`config.mk`:
```
export PLATFORM = sky130hd
export DESIGN_NAME = mq_outport_aggregator_flat
export DESIGN_NICKNAME = d
export VERILOG_FILES = /design/src/rtl/mq_outport_aggregator_if.sv /design/src/rtl/mq_outport_aggregator.sv /design/src/flat_wrapper.sv
export SDC_FILE = /design/constraint.sdc
export NUM_CORES = 2
export LEC_CHECK = 0
export BUFFER_PORTS_ARGS = -buffer_cell sky130_fd_sc_hd__buf_2
export CAP_MARGIN = 10
export CELL_PAD_IN_SITES_DETAIL_PLACEMENT = 0
export CELL_PAD_IN_SITES_GLOBAL_PLACEMENT = 1
export CORE_MARGIN = 1.5
export CORE_UTILIZATION = 39
export CTS_CLUSTER_SIZE = 10
export DETAILED_ROUTE_END_ITERATION = 10
export PLACE_DENSITY = 0.7
export SYNTH_ARGS = -nofsm -noshare
export SYNTH_HDL_FRONTEND = slang
export SYNTH_SLANG_ARGS = --single-unit
```
`constraint.sdc`:
```
create_clock -name clk -period 11.25 [get_ports clk]
set_clock_uncertainty 0.2 [all_clocks]
set_input_delay 0 -clock clk [delete_from_list [all_inputs] [get_ports clk]]
set_output_delay 0 -clock clk [all_outputs]
set_load 0.03 [all_outputs]
```
`src/rtl/mq_outport_aggregator_if.sv`:
```
// Bus bundle for mq_outport_aggregator: input queues, output ports,
// port-selection controls and packet-completion report.
interface mq_outport_aggregator_if #(
    parameter int DATA_WIDTH    = 64,
    parameter int CTRL_WIDTH    = DATA_WIDTH / 8,
    parameter int NUM_IN_QUEUES = 4,
    parameter int NUM_OUT_PORTS = 4
);
    localparam int PW = $clog2(NUM_OUT_PORTS);
    localparam int QW = $clog2(NUM_IN_QUEUES);

    logic [NUM_IN_QUEUES*DATA_WIDTH-1:0] in_data;
    logic [NUM_IN_QUEUES*CTRL_WIDTH-1:0] in_ctrl;
    logic [NUM_IN_QUEUES-1:0]            in_wr;
    logic [NUM_IN_QUEUES-1:0]            in_rdy;
    logic [DATA_WIDTH-1:0]               out_data;
    logic [CTRL_WIDTH-1:0]               out_ctrl;
    logic [NUM_OUT_PORTS-1:0]            out_wr;
    logic [NUM_OUT_PORTS-1:0]            out_rdy;
    logic [1:0]                          sel_mode;
    logic [PW-1:0]                       fixed_port;
    logic                                pkt_done;
    logic [PW-1:0]                       pkt_done_port;
    logic [QW-1:0]                       pkt_done_queue;

    modport slave (
        input  in_data, in_ctrl, in_wr, out_rdy, sel_mode, fixed_port,
        output in_rdy, out_data, out_ctrl, out_wr,
        output pkt_done, pkt_done_port, pkt_done_queue
    );

    modport master (
        output in_data, in_ctrl, in_wr, out_rdy, sel_mode, fixed_port,
        input  in_rdy, out_data, out_ctrl, out_wr,
        input  pkt_done, pkt_done_port, pkt_done_queue
    );
endinterface

```
`src/rtl/mq_outport_aggregator.sv`:
```
// Round-robin aggregator from N buffered input queues onto M output
// ports; the output port is chosen per packet and locked until eop.
module mq_outport_aggregator #(
    parameter int DATA_WIDTH      = 64,
    parameter int CTRL_WIDTH      = DATA_WIDTH / 8,
    parameter int NUM_IN_QUEUES   = 4,
    parameter int NUM_OUT_PORTS   = 4,
    parameter int FIFO_DEPTH_BITS = 2,
    parameter int STAGE_NUMBER    = 2
) (
    input logic                   clk,
    input logic                   reset,
    mq_outport_aggregator_if.slave bus
);
    localparam int DEPTH = 1 << FIFO_DEPTH_BITS;
    localparam int AW    = FIFO_DEPTH_BITS;
    localparam int CW    = FIFO_DEPTH_BITS + 1;
    localparam int W     = DATA_WIDTH + CTRL_WIDTH;
    localparam int PW    = $clog2(NUM_OUT_PORTS);
    localparam int QW    = $clog2(NUM_IN_QUEUES);

    typedef enum logic {IDLE, WR_PKT} state_t;

    state_t state, state_next;

    logic [NUM_IN_QUEUES-1:0][W-1:0] head;
    logic [NUM_IN_QUEUES-1:0]        empty;
    logic [NUM_IN_QUEUES-1:0]        rd_en;

    genvar q;
    generate
        for (q = 0; q < NUM_IN_QUEUES; q++) begin : g_fifo
            logic [W-1:0]  mem [DEPTH];
            logic [AW-1:0] wptr;
            logic [AW-1:0] rptr;
            logic [CW-1:0] count;
            logic [W-1:0]  rdata;

            // storage array, no reset needed
            always_ff @(posedge clk) begin
                if (bus.in_wr[q])
                    mem[wptr] <= {bus.in_ctrl[q*CTRL_WIDTH +: CTRL_WIDTH],
                                  bus.in_data[q*DATA_WIDTH +: DATA_WIDTH]};
            end

            // pointers, occupancy and registered read port
            always_ff @(posedge clk) begin
                if (reset) begin
                    wptr  <= '0;
                    rptr  <= '0;
                    count <= '0;
                    rdata <= '0;
                end else begin
                    if (bus.in_wr[q])
                        wptr <= wptr + AW'(1);
                    if (rd_en[q]) begin
                        rdata <= mem[rptr];
                        rptr  <= rptr + AW'(1);
                    end
                    count <= count + CW'(bus.in_wr[q]) - CW'(rd_en[q]);
                end
            end

            assign empty[q]      = (count == '0);
            assign bus.in_rdy[q] = (count < CW'(DEPTH - 1));
            assign head[q]       = rdata;
        end
    endgenerate

    logic [QW-1:0]         cur_queue;
    logic [PW-1:0]         rr_port;
    logic [PW-1:0]         lock_port;
    logic                  lock_rr;
    logic [CTRL_WIDTH-1:0] ctrl_prev;
    logic [W-1:0]          cur_word;
    logic [CTRL_WIDTH-1:0] cur_ctrl;
    logic [DATA_WIDTH-1:0] cur_data;
    logic [PW-1:0]         fr_port;
    logic [PW-1:0]         idx;
    logic [PW-1:0]         cand;
    logic [QW-1:0]         queue_next;
    logic [PW-1:0]         port_next;
    logic                  take, skip, do_wr, do_eop;

    logic [NUM_OUT_PORTS-1:0] wr_q;
    logic [DATA_WIDTH-1:0]    data_q;
    logic [CTRL_WIDTH-1:0]    ctrl_q;
    logic                     done_q;
    logic [PW-1:0]            done_port_q;
    logic [QW-1:0]            done_queue_q;

    assign cur_word   = head[cur_queue];
    assign cur_ctrl   = cur_word[W-1 -: CTRL_WIDTH];
    assign cur_data   = cur_word[DATA_WIDTH-1:0];
    assign queue_next = (cur_queue == QW'(NUM_IN_QUEUES - 1)) ?
                        '0 : cur_queue + QW'(1);
    assign port_next  = (lock_port == PW'(NUM_OUT_PORTS - 1)) ?
                        '0 : lock_port + PW'(1);

    // first ready port at or after rr_port; descending scan so the
    // nearest match is the one left standing
    always_comb begin
        fr_port = rr_port;
        idx     = '0;
        for (int i = NUM_OUT_PORTS - 1; i >= 0; i--) begin
            idx = PW'((int'(rr_port) + i) % NUM_OUT_PORTS);
            if (bus.out_rdy[idx])
                fr_port = idx;
        end
    end

    // candidate port for the next packet
    always_comb begin
        cand = '0;
        case (bus.sel_mode)
            2'd1:    cand = rr_port;
            2'd2:    cand = fr_port;
            default: cand = (int'(bus.fixed_port) < NUM_OUT_PORTS) ?
                            bus.fixed_port : '0;
        endcase
    end

    // state register
    always_ff @(posedge clk) begin
        if (reset)
            state <= IDLE;
        else
            state <= state_next;
    end

    // next state, FIFO read and write decisions
    always_comb begin
        state_next = state;
        rd_en      = '0;
        take       = 1'b0;
        skip       = 1'b0;
        do_wr      = 1'b0;
        do_eop     = 1'b0;
        unique case (state)
            IDLE: begin
                if (bus.out_rdy[cand]) begin
                    if (!empty[cur_queue]) begin
                        rd_en[cur_queue] = 1'b1;
                        take             = 1'b1;
                        state_next       = WR_PKT;
                    end else begin
                        skip = 1'b1;
                    end
                end
            end
            WR_PKT: begin
                if (bus.out_rdy[lock_port]) begin
                    if (cur_ctrl != '0 && ctrl_prev == '0) begin
                        do_wr      = 1'b1;
                        do_eop     = 1'b1;
                        state_next = IDLE;
                    end else if (!empty[cur_queue]) begin
                        do_wr            = 1'b1;
                        rd_en[cur_queue] = 1'b1;
                    end
                end
            end
        endcase
    end

    // arbitration state and registered outputs
    always_ff @(posedge clk) begin
        if (reset) begin
            cur_queue    <= '0;
            rr_port      <= '0;
            lock_port    <= '0;
            lock_rr      <= 1'b0;
            ctrl_prev    <= CTRL_WIDTH'(1);
            wr_q         <= '0;
            data_q       <= '0;
            ctrl_q       <= CTRL_WIDTH'(1);
            done_q       <= 1'b0;
            done_port_q  <= '0;
            done_queue_q <= '0;
        end else begin
            if (take) begin
                lock_port <= cand;
                lock_rr   <= (bus.sel_mode == 2'd1) || (bus.sel_mode == 2'd2);
                ctrl_prev <= CTRL_WIDTH'(STAGE_NUMBER);
            end
            if (do_wr && !do_eop)
                ctrl_prev <= cur_ctrl;
            if (skip || do_eop)
                cur_queue <= queue_next;
            if (do_eop && lock_rr)
                rr_port <= port_next;
            wr_q <= do_wr ? (NUM_OUT_PORTS'(1) << lock_port) : '0;
            if (do_wr) begin
                data_q <= cur_data;
                ctrl_q <= cur_ctrl;
            end
            done_q <= do_eop;
            if (do_eop) begin
                done_port_q  <= lock_port;
                done_queue_q <= cur_queue;
            end
        end
    end

    assign bus.out_wr         = wr_q;
    assign bus.out_data       = data_q;
    assign bus.out_ctrl       = ctrl_q;
    assign bus.pkt_done       = done_q;
    assign bus.pkt_done_port  = done_port_q;
    assign bus.pkt_done_queue = done_queue_q;
endmodule

```
`src/flat_wrapper.sv`:
```
// flat-port wrapper written by rule: the top's interface ports become plain ports
module mq_outport_aggregator_flat 
#(
    parameter int DATA_WIDTH      = 64,
    parameter int CTRL_WIDTH      = DATA_WIDTH / 8,
    parameter int NUM_IN_QUEUES   = 4,
    parameter int NUM_OUT_PORTS   = 4,
    parameter int FIFO_DEPTH_BITS = 2,
    parameter int STAGE_NUMBER    = 2
)
  (clk, reset, bus_in_data, bus_in_ctrl, bus_in_wr, bus_out_rdy, bus_sel_mode, bus_fixed_port, bus_in_rdy, bus_out_data, bus_out_ctrl, bus_out_wr, bus_pkt_done, bus_pkt_done_port, bus_pkt_done_queue);
  mq_outport_aggregator_if #(.DATA_WIDTH(DATA_WIDTH), .CTRL_WIDTH(CTRL_WIDTH), .NUM_IN_QUEUES(NUM_IN_QUEUES), .NUM_OUT_PORTS(NUM_OUT_PORTS)) bus_i ();
  input logic clk;
  input logic reset;
  input wire logic [$bits(bus_i.in_data)-1:0] bus_in_data;
  input wire logic [$bits(bus_i.in_ctrl)-1:0] bus_in_ctrl;
  input wire logic [$bits(bus_i.in_wr)-1:0] bus_in_wr;
  input wire logic [$bits(bus_i.out_rdy)-1:0] bus_out_rdy;
  input wire logic [$bits(bus_i.sel_mode)-1:0] bus_sel_mode;
  input wire logic [$bits(bus_i.fixed_port)-1:0] bus_fixed_port;
  output wire logic [$bits(bus_i.in_rdy)-1:0] bus_in_rdy;
  output wire logic [$bits(bus_i.out_data)-1:0] bus_out_data;
  output wire logic [$bits(bus_i.out_ctrl)-1:0] bus_out_ctrl;
  output wire logic [$bits(bus_i.out_wr)-1:0] bus_out_wr;
  output wire logic [$bits(bus_i.pkt_done)-1:0] bus_pkt_done;
  output wire logic [$bits(bus_i.pkt_done_port)-1:0] bus_pkt_done_port;
  output wire logic [$bits(bus_i.pkt_done_queue)-1:0] bus_pkt_done_queue;
  assign bus_i.in_data = bus_in_data;
  assign bus_i.in_ctrl = bus_in_ctrl;
  assign bus_i.in_wr = bus_in_wr;
  assign bus_i.out_rdy = bus_out_rdy;
  assign bus_i.sel_mode = bus_sel_mode;
  assign bus_i.fixed_port = bus_fixed_port;
  assign bus_in_rdy = bus_i.in_rdy;
  assign bus_out_data = bus_i.out_data;
  assign bus_out_ctrl = bus_i.out_ctrl;
  assign bus_out_wr = bus_i.out_wr;
  assign bus_pkt_done = bus_i.pkt_done;
  assign bus_pkt_done_port = bus_i.pkt_done_port;
  assign bus_pkt_done_queue = bus_i.pkt_done_queue;
  mq_outport_aggregator #(.DATA_WIDTH(DATA_WIDTH), .CTRL_WIDTH(CTRL_WIDTH), .NUM_IN_QUEUES(NUM_IN_QUEUES), .NUM_OUT_PORTS(NUM_OUT_PORTS), .FIFO_DEPTH_BITS(FIFO_DEPTH_BITS), .STAGE_NUMBER(STAGE_NUMBER)) u_core (.clk(clk), .reset(reset), .bus(bus_i));
endmodule
```
* Yosys cells after proc, flatten, opt, wreduce, memory -nomap -nowiden
Memory sizes are Yosys's and may differ from the RTL's. A register that Yosys moved wholly into a read port is not among the register bits.
Cells that the tools add are included.
** Storage, ports and cells
- Register bits after elaboration :: 125
- Latch bits :: 0
- Memory bits (writable) :: 1152
- ROM bits :: 0
- Bits of input ports :: 302
- Output and inout port bits :: 85
- Logic and storage cells :: 138
- Memories kept :: 4
** Memories
- u_core.g_fifo[0].mem :: words 4, bits a word 72, rd ports 1, clocked after Yosys merged registers in 1, wr ports 1, RTL line mq_outport_aggregator.sv:33 : logic [W-1:0] mem [DEPTH];
- u_core.g_fifo[1].mem :: words 4, bits a word 72, rd ports 1, clocked after Yosys merged registers in 1, wr ports 1, RTL line mq_outport_aggregator.sv:33
- u_core.g_fifo[2].mem :: words 4, bits a word 72, rd ports 1, clocked after Yosys merged registers in 1, wr ports 1, RTL line mq_outport_aggregator.sv:33
- u_core.g_fifo[3].mem :: words 4, bits a word 72, rd ports 1, clocked after Yosys merged registers in 1, wr ports 1, RTL line mq_outport_aggregator.sv:33
** Cells by class
- $add $sub $neg :: 21
- Multipliers :: 0
- Divide/modulo/power cells :: 0
- $lt $le $gt $ge :: 12
- Eq/ne operators :: 4
- Shift operators :: 1
- Multiplexer cells :: 55
- Bitwise operators :: 2
- Reductions and logical operators :: 15
** Operator list (number)
- $bmux 72 s2 :: 1
- $mux 72 :: 1
- $mux 1 :: 30
- $add 2x1->2 const B :: 11
- $lt 2x3->1 const B :: 7
- $mux 4 :: 4
- $mux 8 :: 2
- $bmux 1 s2 :: 7
- $add 3x1->3 :: 4
- $logic_not 3->1 :: 4
- $lt 3x2->1 const B :: 4
- $mux 2 :: 6
- $sub 3x1->3 :: 4
- $logic_not 8->1 :: 1
- $pmux 4 s2 :: 1
- $reduce_bool 8->1 :: 1
- $eq 2x2->1 const B :: 3
- $add 2x2->2 const B :: 2
- $logic_and 1x1->1 :: 4
- $pmux 2 s2 :: 1
- $shl 1x2->4 const A :: 1
- $demux 1 s2 :: 1
- $eq 2x1->1 const B :: 1
- $ge 2x1->1 const B :: 1
- other kinds (6) :: 8

* Logic depth before layout (Yosys ltp)
- Depth after elaboration :: 14
- Mapped depth :: 18

* Least setup slack after synthesis
No wires, ideal clock.
- Path kind :: register to register
- Start point :: register u_core.cur_queue[0]
- End point :: register u_core.g_fifo[0].count[2]
- Arrival :: 3.688 ns
- Required time :: 10.922 ns
- Slack :: 7.234 ns
- Cell stages (with the launch flop) :: 19
- Clock period less this slack :: 4.016 ns
- Path through :: dfxtp_1 > clkbuf_1 > buf_2 > buf_1 > clkbuf_1 > inv_1 > ha_1 > o311ai_0 > mux2_2 > buf_2 > buf_2 > nand2_1 > ha_1 > inv_1 > ha_1 > inv_1 > fa_1 > xor2_1 > nor2_1
** Between the ends
- Longest elaborated chain between the ends :: 9
** Ends and longest elaborated chain
- start: declaration :: RTL line mq_outport_aggregator.sv:70 : logic [QW-1:0] cur_queue;
- start signal: assignment :: RTL line mq_outport_aggregator.sv:189 : cur_queue <= queue_next;
- $lt 2x3->1 (not written as such) or $ge 2x1->1 (tied branches) :: RTL line mq_outport_aggregator.sv:143, mq_outport_aggregator.sv:159
- $logic_and 1x1->1 (not written as such) :: RTL line mq_outport_aggregator.sv:143, mq_outport_aggregator.sv:159
- $mux 1 (not written as such) :: RTL line mq_outport_aggregator.sv:143, mq_outport_aggregator.sv:159
- $demux 1 s2
- $mux 4 :: RTL line mq_outport_aggregator.sv:142, mq_outport_aggregator.sv:157
- $mux 4 :: RTL line mq_outport_aggregator.sv:153 : if (cur_ctrl != '0 && ctrl_prev == '0) begin
- $mux 4 :: RTL line mq_outport_aggregator.sv:152 : if (bus.out_rdy[lock_port]) begin
- $pmux 4 s2 * :: RTL line mq_outport_aggregator.sv:139 : unique case (state)
- $sub 3x1->3 * :: RTL line mq_outport_aggregator.sv:60 : count <= count + CW'(bus.in_wr[q]) - CW'(rd_en[q]);
- end signal: assignment :: RTL line mq_outport_aggregator.sv:60
- end: declaration :: RTL line mq_outport_aggregator.sv:36 : logic [CW-1:0] count;
Every way passes the cells marked *; elsewhere a longest branch is shown, timed or not. The select of a mux whose other input is x is not followed.
A chain may end at the register's enable or synchronous reset.

* Final worst setup path
- Start point :: register u_core.cur_queue[1]
- End point :: register u_core.g_fifo[1].rdata[34], read port of u_core.g_fifo[1].mem
** Between the ends
- Longest elaborated chain between the ends :: 8
** Ends and longest elaborated chain
- $lt 2x3->1 (not written as such) or $ge 2x1->1 (tied branches) :: RTL line mq_outport_aggregator.sv:143, mq_outport_aggregator.sv:159
- $logic_and 1x1->1 (not written as such) :: RTL line mq_outport_aggregator.sv:143, mq_outport_aggregator.sv:159
- $mux 1 (not written as such) :: RTL line mq_outport_aggregator.sv:143, mq_outport_aggregator.sv:159
- $demux 1 s2
- $mux 4 :: RTL line mq_outport_aggregator.sv:142, mq_outport_aggregator.sv:157
- $mux 4 :: RTL line mq_outport_aggregator.sv:153
- $mux 4 :: RTL line mq_outport_aggregator.sv:152
- $pmux 4 s2 * :: RTL line mq_outport_aggregator.sv:139
- end: declaration :: RTL line mq_outport_aggregator.sv:37 : logic [W-1:0] rdata;
Marks and branches as above.

==> flow_summary.rst <==
.. list-table::
   :header-rows: 1

   * - Metric
     - Value
   * - Status
     - completed
   * - Worst voltage drop across the vdd grid
     - 0.166 mV
   * - Port bufs
     - 386
   * - Count of vias placed by the detailed router
     - 37611
   * - Number of storage elements in the synthesis netlist
     - 1565
   * - DRC marker count from the first detailed-route iteration
     - 4223
   * - Total GRT Usage
     - 22.9%
   * - Routed wire length per instance
     - 27.2 µm
   * - Layout cells sized above 1
     - 22.4%
   * - Total design power
     - 15200 µW
   * - Type of the most critical hold path
     - in2reg
   * - Count of endpoints failing setup in the final report
     - 0
   * - Leading post-synthesis cells by instance count
     - 1152 x sky130_fd_sc_hd__edfxtp_1, 413 x sky130_fd_sc_hd__dfxtp_1, 386 x sky130_fd_sc_hd__a21oi_1, 364 x sky130_fd_sc_hd__mux4_2, 295 x sky130_fd_sc_hd__nand3_1
   * - Actual slew at the worst max-slew pin
     - 1.10 ns
   * - Count of clock tree sinks
     - 1565
   * - Cell with the biggest individual delay on the critical path
     - sky130_fd_sc_hd__buf_4
   * - Dominant cell by count in the synthesized netlist
     - sky130_fd_sc_hd__edfxtp_1
   * - Maximum capacitance violations
     - 0
   * - Post-synth EDFFs
     - 1152
   * - Adder and majority cell fraction of the synthesized area
     - 0.857%
   * - Root Driver
     - sky130_fd_sc_hd__clkbuf_16
   * - Data arrival time of the worst path
     - 5.38 ns
   * - Switching part of the total
     - 29.5%
   * - Met2 track demand over resource
     - 36.6%
   * - Unrepaired setup endpoints after global routing
     - no
   * - Final-report max-slew violation count
     - 0
   * - Clk buf depth
     - 3
   * - Met3 usage
     - 4.15%
   * - Post-synthesis to final-layout area growth
     - 24.7%
   * - Critical Path Fanout Max
     - 83
   * - Synthesized net count
     - 3977
   * - Delay of the slowest cell on the worst path
     - 0.83 ns
   * - Via count of the first global-routing pass
     - 37035
   * - Worst skew pair latency
     - 0.82 ns
   * - Power per cell area
     - 202 nW/µm²
   * - Final net count
     - 4874
   * - Async set-or-reset flop fraction in the synthesized netlist
     - 0%
   * - Synthesized area divided by synthesized cell count
     - 16.6 µm²
   * - Fillcell total
     - 13073
   * - Routability-driven placement congestion ratio
     - 0.859
   * - Dpl hpwl
     - 119000 µm
   * - Max transition margin
     - 26.7%
   * - Yosys synthesis warning count
     - 0
   * - Chain of cells forming the critical path
     - mux4_2 -> nor4_1 -> a21oi_1 -> nor3_4 -> buf_4 -> buf_4 -> buf_4 -> o211ai_1 -> a21oi_1
   * - Via density per instance
     - 5.62
   * - # DRC
     - 0
   * - GRT Max-Usage Layer
     - met2
   * - Top cell type's share of synthesized area
     - 57.2%
   * - Max Clk Rate
     - 0.206 GHz
   * - Synthesized-area fraction occupied by ao, oa, aoi and oai cells
     - 7.21%
   * - Largest area contributor in the synthesized netlist
     - sky130_fd_sc_hd__edfxtp_1
   * - Mux share of post-synthesis cell area
     - 13.8%
   * - Initial antenna violation count
     - 21
   * - Cell occurring most often along the worst timing path
     - sky130_fd_sc_hd__buf_4
   * - Num CTS Buffers
     - 179
   * - Number of endpoints with negative hold slack in the final report
     - 0
   * - Deepest level of the CTS H-tree
     - 4
   * - Switch Pwr
     - 4500 µW
   * - Post-synth design cell area
     - 60500 µm²
   * - R2r setup slk
     - 6.40 ns
   * - Clock transition at path regs
     - 0.06 ns
   * - Initial cell density of the core
     - 39.3%
   * - Horizontal die dimension
     - 397 µm
   * - Final critical-path required period
     - 4.85 ns
   * - Chip Height
     - 397 µm
   * - Pre-antenna DRT Iters
     - 5
   * - Comb power frac
     - 19.6%
   * - Number of standard-cell rows in the floorplan
     - 144
   * - Overflow left after global routing
     - 0
   * - Internal power component
     - 10800 µW
   * - Number of nets with antenna violations after detailed routing
     - 0
   * - Distinct cell type count after synthesis
     - 48
   * - Leakage power summed over all cells
     - 0.0244 µW
   * - Final cycle utilization of the critical path
     - 43.1%
   * - First-pass GRT wire length
     - 261000 µm
   * - Sum of negative setup slack
     - 0 ns
   * - TritonCTS clock tree
     - yes
   * - # hold bufs at CTS
     - 598
   * - Post-synthesis share of cell area spent on and, or, nand and nor gates
     - 4.64%
   * - Core area
     - 154000 µm²
   * - Top area cells in the synthesized netlist
     - sky130_fd_sc_hd__edfxtp_1 57%, sky130_fd_sc_hd__dfxtp_1 14%, sky130_fd_sc_hd__mux4_2 14%, sky130_fd_sc_hd__o211ai_1 3.6%, sky130_fd_sc_hd__a21oi_1 3.2%
   * - I/O pin total
     - 387
   * - Sequential group share of total power
     - 45.8%
   * - Sequential area share after synthesis
     - 70.9%
   * - Post-cts repair resize count
     - 0
   * - Setup crit start kind
     - flop
   * - Class of the most critical setup path
     - reg2reg
   * - Synthesized instance count
     - 3636
   * - Primary FF master, synth
     - sky130_fd_sc_hd__edfxtp_1
   * - Number of buffers inserted to repair setup after CTS
     - 0
   * - Post-synthesis xor/xnor area fraction
     - 0.116%
   * - Clock power share
     - 34.6%
   * - Pin count of the biggest net entering global routing
     - 102
   * - Die Outline Area
     - 157000 µm²
   * - Crit path capture type
     - flop
   * - GR Layer Usage met1
     - 31.6%
   * - Req. time, crit path
     - 11.78 ns
   * - Dominant combinational cell family by area after synthesis
     - multiplexers
   * - Total wire length
     - 182000 µm
==> state kept, by name, indices dropped and copies added (netlist names) <==
name / count
u_core.g_fifo.mem: 1152
u_core.bus.out_data: 64
u_core.bus.out_wr: 4
u_core.rr_port: 2
u_core.bus.pkt_done_port: 2
u_core.cur_queue: 2
u_core.g_fifo.rdata: 288
u_core.lock_port: 2
u_core.ctrl_prev: 8
u_core.g_fifo.count: 12
u_core.g_fifo.rptr: 8
u_core.state: 1
u_core.lock_rr: 1
u_core.g_fifo.wptr: 8
u_core.bus.pkt_done_queue: 2
u_core.bus.pkt_done: 1
u_core.bus.out_ctrl: 8
==> path summary, 6_finish.rpt <==
kind / from / to / cells after the start
setup / recovery: u_core.cur_queue[1] / u_core.g_fifo[1].rdata[34] / 9
hold / removal: bus_in_wr[2] / u_core.g_fifo[2].wptr[0] / 4
setup reg to reg: u_core.cur_queue[1] / u_core.g_fifo[1].rdata[34] / 9
hold reg to reg: u_core.g_fifo[2].rdata[68] / u_core.g_fifo[2].rdata[68] / 2
==> critical path: cells and delay by family (launching register included) <==
kind	cells	cell delay [ns]
buffers and inverters	3	1.84
AO/OA/AOI/OAI	3	0.70
flip-flops	1	0.64
multiplexers	1	0.61
AND/OR/NAND/NOR	2	0.61
==> final cells by class <==
class | instances | area, µm² | area share, %
clock buffers | 274 | 4890 | 6.48
clock inverters | 19 | 299 | 0.397
well taps | 2044 | 2560 | 3.39
diodes | 8 | 20.0 | 0.0266
repair buffers | 1032 | 8290 | 11.0
inverters | 37 | 139 | 0.184
multi-input cells | 1718 | 16300 | 21.6
flip-flops and latches | 1565 | 42900 | 56.9
==> through the flow <==
stage	hold slack, ns	worst slack [ns]	util (%)	instance area [µm²]	instances
after floorplan	-0.101	7.23	-	60500	3636
after global placement	0.0116	6.49	41.7	64200	5798
after detailed placement	0.0156	6.51	41.7	64200	5798
after CTS	0.0312	6.49	48.9	75400	6689
after global routing	0.0813	6.09	48.9	75400	6694
final	0.0735	6.40	48.9	75400	6697
==> cells in the final DEF (no fill, tap or decap), types with 10 or more instances in the layout <==
master,synthesis,routed
sky130_fd_sc_hd__dfxtp_1,413,403
sky130_fd_sc_hd__nand3_1,295,295
sky130_fd_sc_hd__dfxtp_4,0,10
sky130_fd_sc_hd__mux4_2,364,364
sky130_fd_sc_hd__a21oi_1,386,386
sky130_fd_sc_hd__dlygate4sd3_1,0,598
sky130_fd_sc_hd__buf_2,96,385
sky130_fd_sc_hd__buf_4,9,48
sky130_fd_sc_hd__ha_1,35,31
sky130_fd_sc_hd__nand2_1,173,169
sky130_fd_sc_hd__mux2i_1,13,12
sky130_fd_sc_hd__edfxtp_1,1152,1152
sky130_fd_sc_hd__o211ai_1,290,290
sky130_fd_sc_hd__clkbuf_16,0,181
sky130_fd_sc_hd__and2_4,0,16
sky130_fd_sc_hd__nor2_1,31,30
sky130_fd_sc_hd__inv_1,37,37
sky130_fd_sc_hd__clkbuf_1,192,92
==> power by group through the flow <==
stage / Sequential (µW) / Clock [µW] / Combinational [µW]
after detailed placement: 7090 / 0 / 2790
after global placement: 7080 / 0 / 2780
final: 6990 / 5280 / 2990
after floorplan: 6840 / 0 / 1880
after CTS: 6970 / 5360 / 2980
after global routing: 7010 / 5590 / 3140
==> kinds of logic (layout without fill, tap and decap cells) <==
group	count (synthesis)	after routing
fa+ha+maj	39	39
buf+inv	353	1362
other cells	0	8
flops	1565	1565
compound gates	708	708
simple gates	582	582
mux	381	381
xor+xnor	8	8
==> metal layers <==
metal / share of wire [%] / wire [µm] / vias up
met3: 7.5 / 13700 / 247
met5: 0.058 / 105 / -
li1: - / - / 16291
met4: 3.2 / 5890 / 16
met2: 48 / 87700 / 1522
met1: 41 / 74700 / 19535
Note: power is estimated with default switching activity, not from simulation.
